$ cat config.mk
export PLATFORM = sky130hd
export DESIGN_NAME = mult_job_dispatcher_flat
export DESIGN_NICKNAME = d
export VERILOG_FILES = /design/src/rtl/mult_job_dispatcher_if.sv /design/src/rtl/mult_job_dispatcher.sv /design/src/flat_wrapper.sv
export SDC_FILE = /design/constraint.sdc
export NUM_CORES = 1
export LEC_CHECK = 0
export CAP_MARGIN = 20
export CORE_UTILIZATION = 46
export CTS_CLUSTER_DIAMETER = 100
export DETAILED_ROUTE_END_ITERATION = 12
export GPL_ROUTABILITY_DRIVEN = 0
export PLACE_DENSITY = 0.77
export SLEW_MARGIN = 20
export SYNTH_ARGS = -nofsm -noshare
export SYNTH_HDL_FRONTEND = slang
export SYNTH_SLANG_ARGS = --single-unit
$ cat constraint.sdc
create_clock -name Clk -period 2.45 [get_ports Clk]
set_input_delay 0.3675 -clock Clk [delete_from_list [all_inputs] [get_ports Clk]]
set_output_delay 0.3675 -clock Clk [all_outputs]
set_load 0.03 [all_outputs]
$ cat src/rtl/mult_job_dispatcher_if.sv
// Bundled handshake signals between the job dispatcher, its upstream producer,
// the attached 4x4 shift-add multiplier and the downstream consumer.
interface mult_job_dispatcher_if;
  logic        In_valid;
  logic        In_ready;
  logic [3:0]  In_a;
  logic [3:0]  In_b;
  logic        St;
  logic [3:0]  Mplier;
  logic [3:0]  Mcand;
  logic        Done;
  logic [7:0]  Result;
  logic        Out_valid;
  logic        Out_ready;
  logic [7:0]  Out_prod;
  logic        Out_err;
  logic        Sum_clr;
  logic [11:0] Sum;

  // slave: the dispatcher itself
  modport slave (
    input  In_valid, In_a, In_b, Done, Result, Out_ready, Sum_clr,
    output In_ready, St, Mplier, Mcand, Out_valid, Out_prod, Out_err, Sum
  );

  // master: everything surrounding the dispatcher
  modport master (
    output In_valid, In_a, In_b, Done, Result, Out_ready, Sum_clr,
    input  In_ready, St, Mplier, Mcand, Out_valid, Out_prod, Out_err, Sum
  );
endinterface

$ cat src/rtl/mult_job_dispatcher.sv
// Feeds one operand pair at a time to a shift-add multiplier, captures the
// product (or a timeout error) for downstream, and keeps a running sum.
//
// state | meaning
// IDLE  | ready for an operand pair
// ISSUE | St pulse to the multiplier, WAIT timer cleared
// WAIT  | waiting for Done, abort after TIMEOUT cycles
// HOLD  | product/error offered downstream until Out_ready
module mult_job_dispatcher #(
  parameter int TIMEOUT = 16
) (
  input logic            Clk,
  input logic            Rst_n,
  mult_job_dispatcher_if.slave bus
);

  localparam int TW = (TIMEOUT > 1) ? $clog2(TIMEOUT) : 1;
  localparam logic [TW-1:0] TC = TW'(TIMEOUT - 1);

  typedef enum logic [1:0] {IDLE, ISSUE, WAIT, HOLD} state_t;

  state_t        state;
  logic          rst_meta;
  logic          rst_sync_n;
  logic [TW-1:0] timer;
  logic          in_ready;
  logic          st;
  logic [3:0]    mplier;
  logic [3:0]    mcand;
  logic          out_valid;
  logic [7:0]    out_prod;
  logic          out_err;
  logic [11:0]   sum;

  // Assertion is immediate; release reaches the core two edges later.
  always_ff @(posedge Clk or negedge Rst_n) begin
    if (!Rst_n) begin
      rst_meta   <= 1'b0;
      rst_sync_n <= 1'b0;
    end else begin
      rst_meta   <= 1'b1;
      rst_sync_n <= rst_meta;
    end
  end

  always_ff @(posedge Clk or negedge rst_sync_n) begin
    if (!rst_sync_n) begin
      state     <= IDLE;
      timer     <= '0;
      in_ready  <= 1'b1;
      st        <= 1'b0;
      mplier    <= '0;
      mcand     <= '0;
      out_valid <= 1'b0;
      out_prod  <= '0;
      out_err   <= 1'b0;
      sum       <= '0;
    end else begin
      st <= 1'b0;
      if (bus.Sum_clr) begin
        sum <= '0;
      end
      case (state)
        IDLE: begin
          if (bus.In_valid) begin
            mplier   <= bus.In_a;
            mcand    <= bus.In_b;
            in_ready <= 1'b0;
            st       <= 1'b1;
            state    <= ISSUE;
          end
        end
        ISSUE: begin
          timer <= '0;
          state <= WAIT;
        end
        WAIT: begin
          // Done wins over a coincident timeout; a coincident clear keeps this product.
          if (bus.Done) begin
            out_prod  <= bus.Result;
            out_err   <= 1'b0;
            sum       <= (bus.Sum_clr ? 12'd0 : sum) + {4'd0, bus.Result};
            out_valid <= 1'b1;
            state     <= HOLD;
          end else if (timer == TC) begin
            out_prod  <= '0;
            out_err   <= 1'b1;
            out_valid <= 1'b1;
            state     <= HOLD;
          end else begin
            timer <= timer + 1'b1;
          end
        end
        HOLD: begin
          if (bus.Out_ready) begin
            out_valid <= 1'b0;
            in_ready  <= 1'b1;
            state     <= IDLE;
          end
        end
        default: state <= IDLE;
      endcase
    end
  end

  assign bus.In_ready  = in_ready;
  assign bus.St        = st;
  assign bus.Mplier    = mplier;
  assign bus.Mcand     = mcand;
  assign bus.Out_valid = out_valid;
  assign bus.Out_prod  = out_prod;
  assign bus.Out_err   = out_err;
  assign bus.Sum       = sum;

endmodule

$ cat src/flat_wrapper.sv
// flat-port wrapper written by rule: the top's interface ports become plain ports
module mult_job_dispatcher_flat 
#(
  parameter int TIMEOUT = 16
)
  (Clk, Rst_n, bus_In_valid, bus_In_a, bus_In_b, bus_Done, bus_Result, bus_Out_ready, bus_Sum_clr, bus_In_ready, bus_St, bus_Mplier, bus_Mcand, bus_Out_valid, bus_Out_prod, bus_Out_err, bus_Sum);
  mult_job_dispatcher_if bus_i ();
  input logic Clk;
  input logic Rst_n;
  input wire logic [$bits(bus_i.In_valid)-1:0] bus_In_valid;
  input wire logic [$bits(bus_i.In_a)-1:0] bus_In_a;
  input wire logic [$bits(bus_i.In_b)-1:0] bus_In_b;
  input wire logic [$bits(bus_i.Done)-1:0] bus_Done;
  input wire logic [$bits(bus_i.Result)-1:0] bus_Result;
  input wire logic [$bits(bus_i.Out_ready)-1:0] bus_Out_ready;
  input wire logic [$bits(bus_i.Sum_clr)-1:0] bus_Sum_clr;
  output wire logic [$bits(bus_i.In_ready)-1:0] bus_In_ready;
  output wire logic [$bits(bus_i.St)-1:0] bus_St;
  output wire logic [$bits(bus_i.Mplier)-1:0] bus_Mplier;
  output wire logic [$bits(bus_i.Mcand)-1:0] bus_Mcand;
  output wire logic [$bits(bus_i.Out_valid)-1:0] bus_Out_valid;
  output wire logic [$bits(bus_i.Out_prod)-1:0] bus_Out_prod;
  output wire logic [$bits(bus_i.Out_err)-1:0] bus_Out_err;
  output wire logic [$bits(bus_i.Sum)-1:0] bus_Sum;
  assign bus_i.In_valid = bus_In_valid;
  assign bus_i.In_a = bus_In_a;
  assign bus_i.In_b = bus_In_b;
  assign bus_i.Done = bus_Done;
  assign bus_i.Result = bus_Result;
  assign bus_i.Out_ready = bus_Out_ready;
  assign bus_i.Sum_clr = bus_Sum_clr;
  assign bus_In_ready = bus_i.In_ready;
  assign bus_St = bus_i.St;
  assign bus_Mplier = bus_i.Mplier;
  assign bus_Mcand = bus_i.Mcand;
  assign bus_Out_valid = bus_i.Out_valid;
  assign bus_Out_prod = bus_i.Out_prod;
  assign bus_Out_err = bus_i.Out_err;
  assign bus_Sum = bus_i.Sum;
  mult_job_dispatcher #(.TIMEOUT(TIMEOUT)) u_core (.Clk(Clk), .Rst_n(Rst_n), .bus(bus_i));
endmodule
==> metrics.txt, run 1 <==
Die Height=about 68 um; CP Capture Type=register; sequential share of the synthesized area=0.502; Max-cap violations=0; EDFF count, synth=0; largest net degree at the start of global routing=39; fin crit share=0.954; net count after synthesis=221; initial drt markers=40; routed vias=between 1.5k and 2k; Max VDD drop=between 0.6 and 0.7 mV; first drt pass iteration count=4; Worst setup SP type=input port; cts bufs inserted=5; Seq cells post-synth=40; switching power=between 1000 and 1500 uW; via density per instance=approximately 5.2; clock transition at the registers of the reported paths=roughly 70 ps; die area=about 4600 um2; internal power=between 1500 and 2000 uW; chip width=67.9 um; first-pass GRT wire length=around 7000 um; area growth from synthesis to final layout=39.6%; Comb power frac=0.513; P per Cell Area=between 1000 and 1500 nW/um2; Final min period=approximately 2300 ps; post-DP HPWL=3130 um; clk_lat worst skew=roughly 290 ps; Syn Inst Count=185; share of layout cells above drive strength 1=0.156; GRT Total Usage=0.210; grt ovf=0; CTS tree=done; Layout Nets=roughly 300; Hold Crit Class=in2async; row count=23; most frequent cells in the layout=clkdlybuf4s50_1, dfrtp_1, nand2_1, buf_4, o21ai_0; Clock power frac=0.142; Power, Total=~3000 uW; final setup fails=0; clk sinks=40; port bufs=53; CORE AREA=just over 4000 um2; Initial Utilization=0.488; sw frac=0.402; Top FF cell, synth=dfrtp_1; asr flop ratio synth=1.00; Mapped Area=2000 um2; Avg WL per Cell=between 10 and 15 um; Reg power frac=0.345; Unique masters post-synth=33; clock buffer depth=2; outcome=finished clean; routed wire length=4210 um; Final ANT Viol Nets=0; fmax=around 430 MHz; final design utilization=0.682; number of diodes=0; Arr. time, crit path=roughly 2600 ps; max-slew violations=0; number of synthesis warnings=0; worst endpoint required time=roughly 2700 ps; relative slew slack=0.668; clock root cell=clkbuf_8; Remaining DRCs=0; initial antenna violation count=0; clk_skew=~2.9 ps; Least-Margin Pin Slew=just under 500 ps; Crit Path Max Fanout=6; I/O pins=54; RSZ-0062 raised after global routing=no; CP Class=in2reg; Final Hold Fails=0; commonest non-fill, non-tap cell in the layout=clkdlybuf4s50_1; Syn Area/Cell=roughly 11 um2; H-tree levels=2; Pleak=approximately 0.0013 uW; vias in the first global route=1629
-- power by group through the flow --
| stage | Clock, uW | Combinational, uW | Sequential (uW) |
|---|---|---|---|
| 6_report | 421 | 1520 | 1030 |
| 5_1_grt | 450 | 1650 | 1060 |
| 3_5_place_dp | 0 | 1520 | 1040 |
| 4_1_cts | 429 | 1530 | 1030 |
| 2_1_floorplan | 0 | 541 | 1410 |
| 3_3_place_gp | 0 | 1490 | 1030 |
-- flip-flops by register name, summed over array words and instances, names as in the netlist --
name	flops
u_core.bus.In_ready	1
u_core.bus.Mcand	4
u_core.bus.Mplier	4
u_core.bus.Out_err	1
u_core.bus.Out_prod	8
u_core.bus.Out_valid	1
u_core.bus.St	1
u_core.bus.Sum	12
u_core.rst_meta	1
u_core.rst_sync_n	1
u_core.state	2
u_core.timer	4
-- layout make-up --
type,count,area (um2)
multi-input combinational,135,971
clock buffer,6,72.6
inverter,6,22.5
sequential,40,1000
timing repair buffer,69,651
clock inverter,1,5.00
fill,332,1300
tap,50,62.6
-- through the flow --
stage | setup TNS, ps | setup WS, ps | instances | cell area (um2) | hold slack (ps)
CTS | 0 | 75.1 | 307 | 2770 | 225
global route | 0 | 14.9 | 307 | 2790 | 228
global placement | -456 | -188 | 300 | 2690 | 307
detailed placement | -609 | -220 | 300 | 2690 | 317
floorplan | 0 | 79.6 | 185 | 2000 | 71.9
finish | 0 | 112 | 307 | 2790 | 225
-- timing repair --
action                                  in CTS  in global routing
setup buffers                                0                  0
endpoints found under the setup margin       0                  2
hold buffers                                 0                  0
resized for setup                            0                  4
-- critical path: stages --
cell	delay, ps
clkdlybuf4s50_1	490
buf_4	120
buf_4	130
nor2b_1	60
ha_1	370
o211ai_1	120
o21ai_2	210
a41oi_2	180
or3_1	370
a21oi_1	140
-- cells in the mapped netlist (all sizes together) (3+ instances only) --
master / number / area, um2
clkbuf: 3 / 11.3
a211oi: 3 / 22.5
nor2b: 11 / 68.8
mux2: 10 / 113
a21oi: 11 / 55.1
ha: 13 / 163
xor2: 5 / 43.8
inv: 6 / 22.5
dfrtp: 39 / 976
nand2: 19 / 71.3
nand2b: 9 / 56.3
nor2: 5 / 18.8
o21ai: 16 / 83.8
a22o: 7 / 61.3
nand3: 5 / 25.0
-- path summary, 6_finish.rpt --
| check | start | endpoint | slack (ps) | cells past startpoint |
|---|---|---|---|---|
| worst max-delay path | bus_Sum_clr | u_core.bus.Sum[11]$_DFF_PN0_ | 110 | 10 |
| worst min-delay path | Rst_n | u_core.rst_sync_n$_DFF_PN0_ | 220 | 1 |
| worst max register to register | u_core.bus.Sum[0]$_DFF_PN0_ | u_core.bus.Sum[10]$_DFF_PN0_ | 330 | 9 |
| worst min register to register | u_core.rst_sync_n$_DFF_PN0_ | u_core.state[0]$_DFFE_PN0P_ | 290 | 1 |
| max in group asynchronous | u_core.rst_sync_n$_DFF_PN0_ | u_core.bus.In_ready$_DFFE_PN1P_ | 1790 | 1 |
| min in group Clk | u_core.rst_meta$_DFF_PN0_ | u_core.rst_sync_n$_DFF_PN0_ | 350 | 0 |
-- layer usage --
layer,part of all wire,wire length [um],vias up,track usage
met4,0.013,54,0,0.0703
met3,0.077,323,7,0.0683
met5,0,0,-,0
met2,0.47,1990,52,0.349
met1,0.44,1840,749,0.257
li1,-,-,790,-
-- cell families (layout without fill, tap and decap cells) --
group | count (synthesis) | in the layout | share of synthesized area
AND/OR/NAND/NOR | 56 | 56 | 0.142
other | 1 | 1 | 0.00188
AO/OA/AOI/OAI | 47 | 47 | 0.154
XOR/XNOR | 7 | 7 | 0.0307
adder cells (fa/ha/maj) | 14 | 14 | 0.0915
flip-flops | 40 | 40 | 0.502
multiplexers | 10 | 10 | 0.0564
buffers and inverters | 10 | 82 | 0.0207
Power figures use the tool's default switching activity.
==> run 2, diff against run 1 <==
Settings changed: CTS_CLUSTER_SIZE set to 25, SETUP_SLACK_MARGIN set to 0.02.
==> results of run 2 <==
Same layout as run 1 (identical final DEF). Status: finished clean.
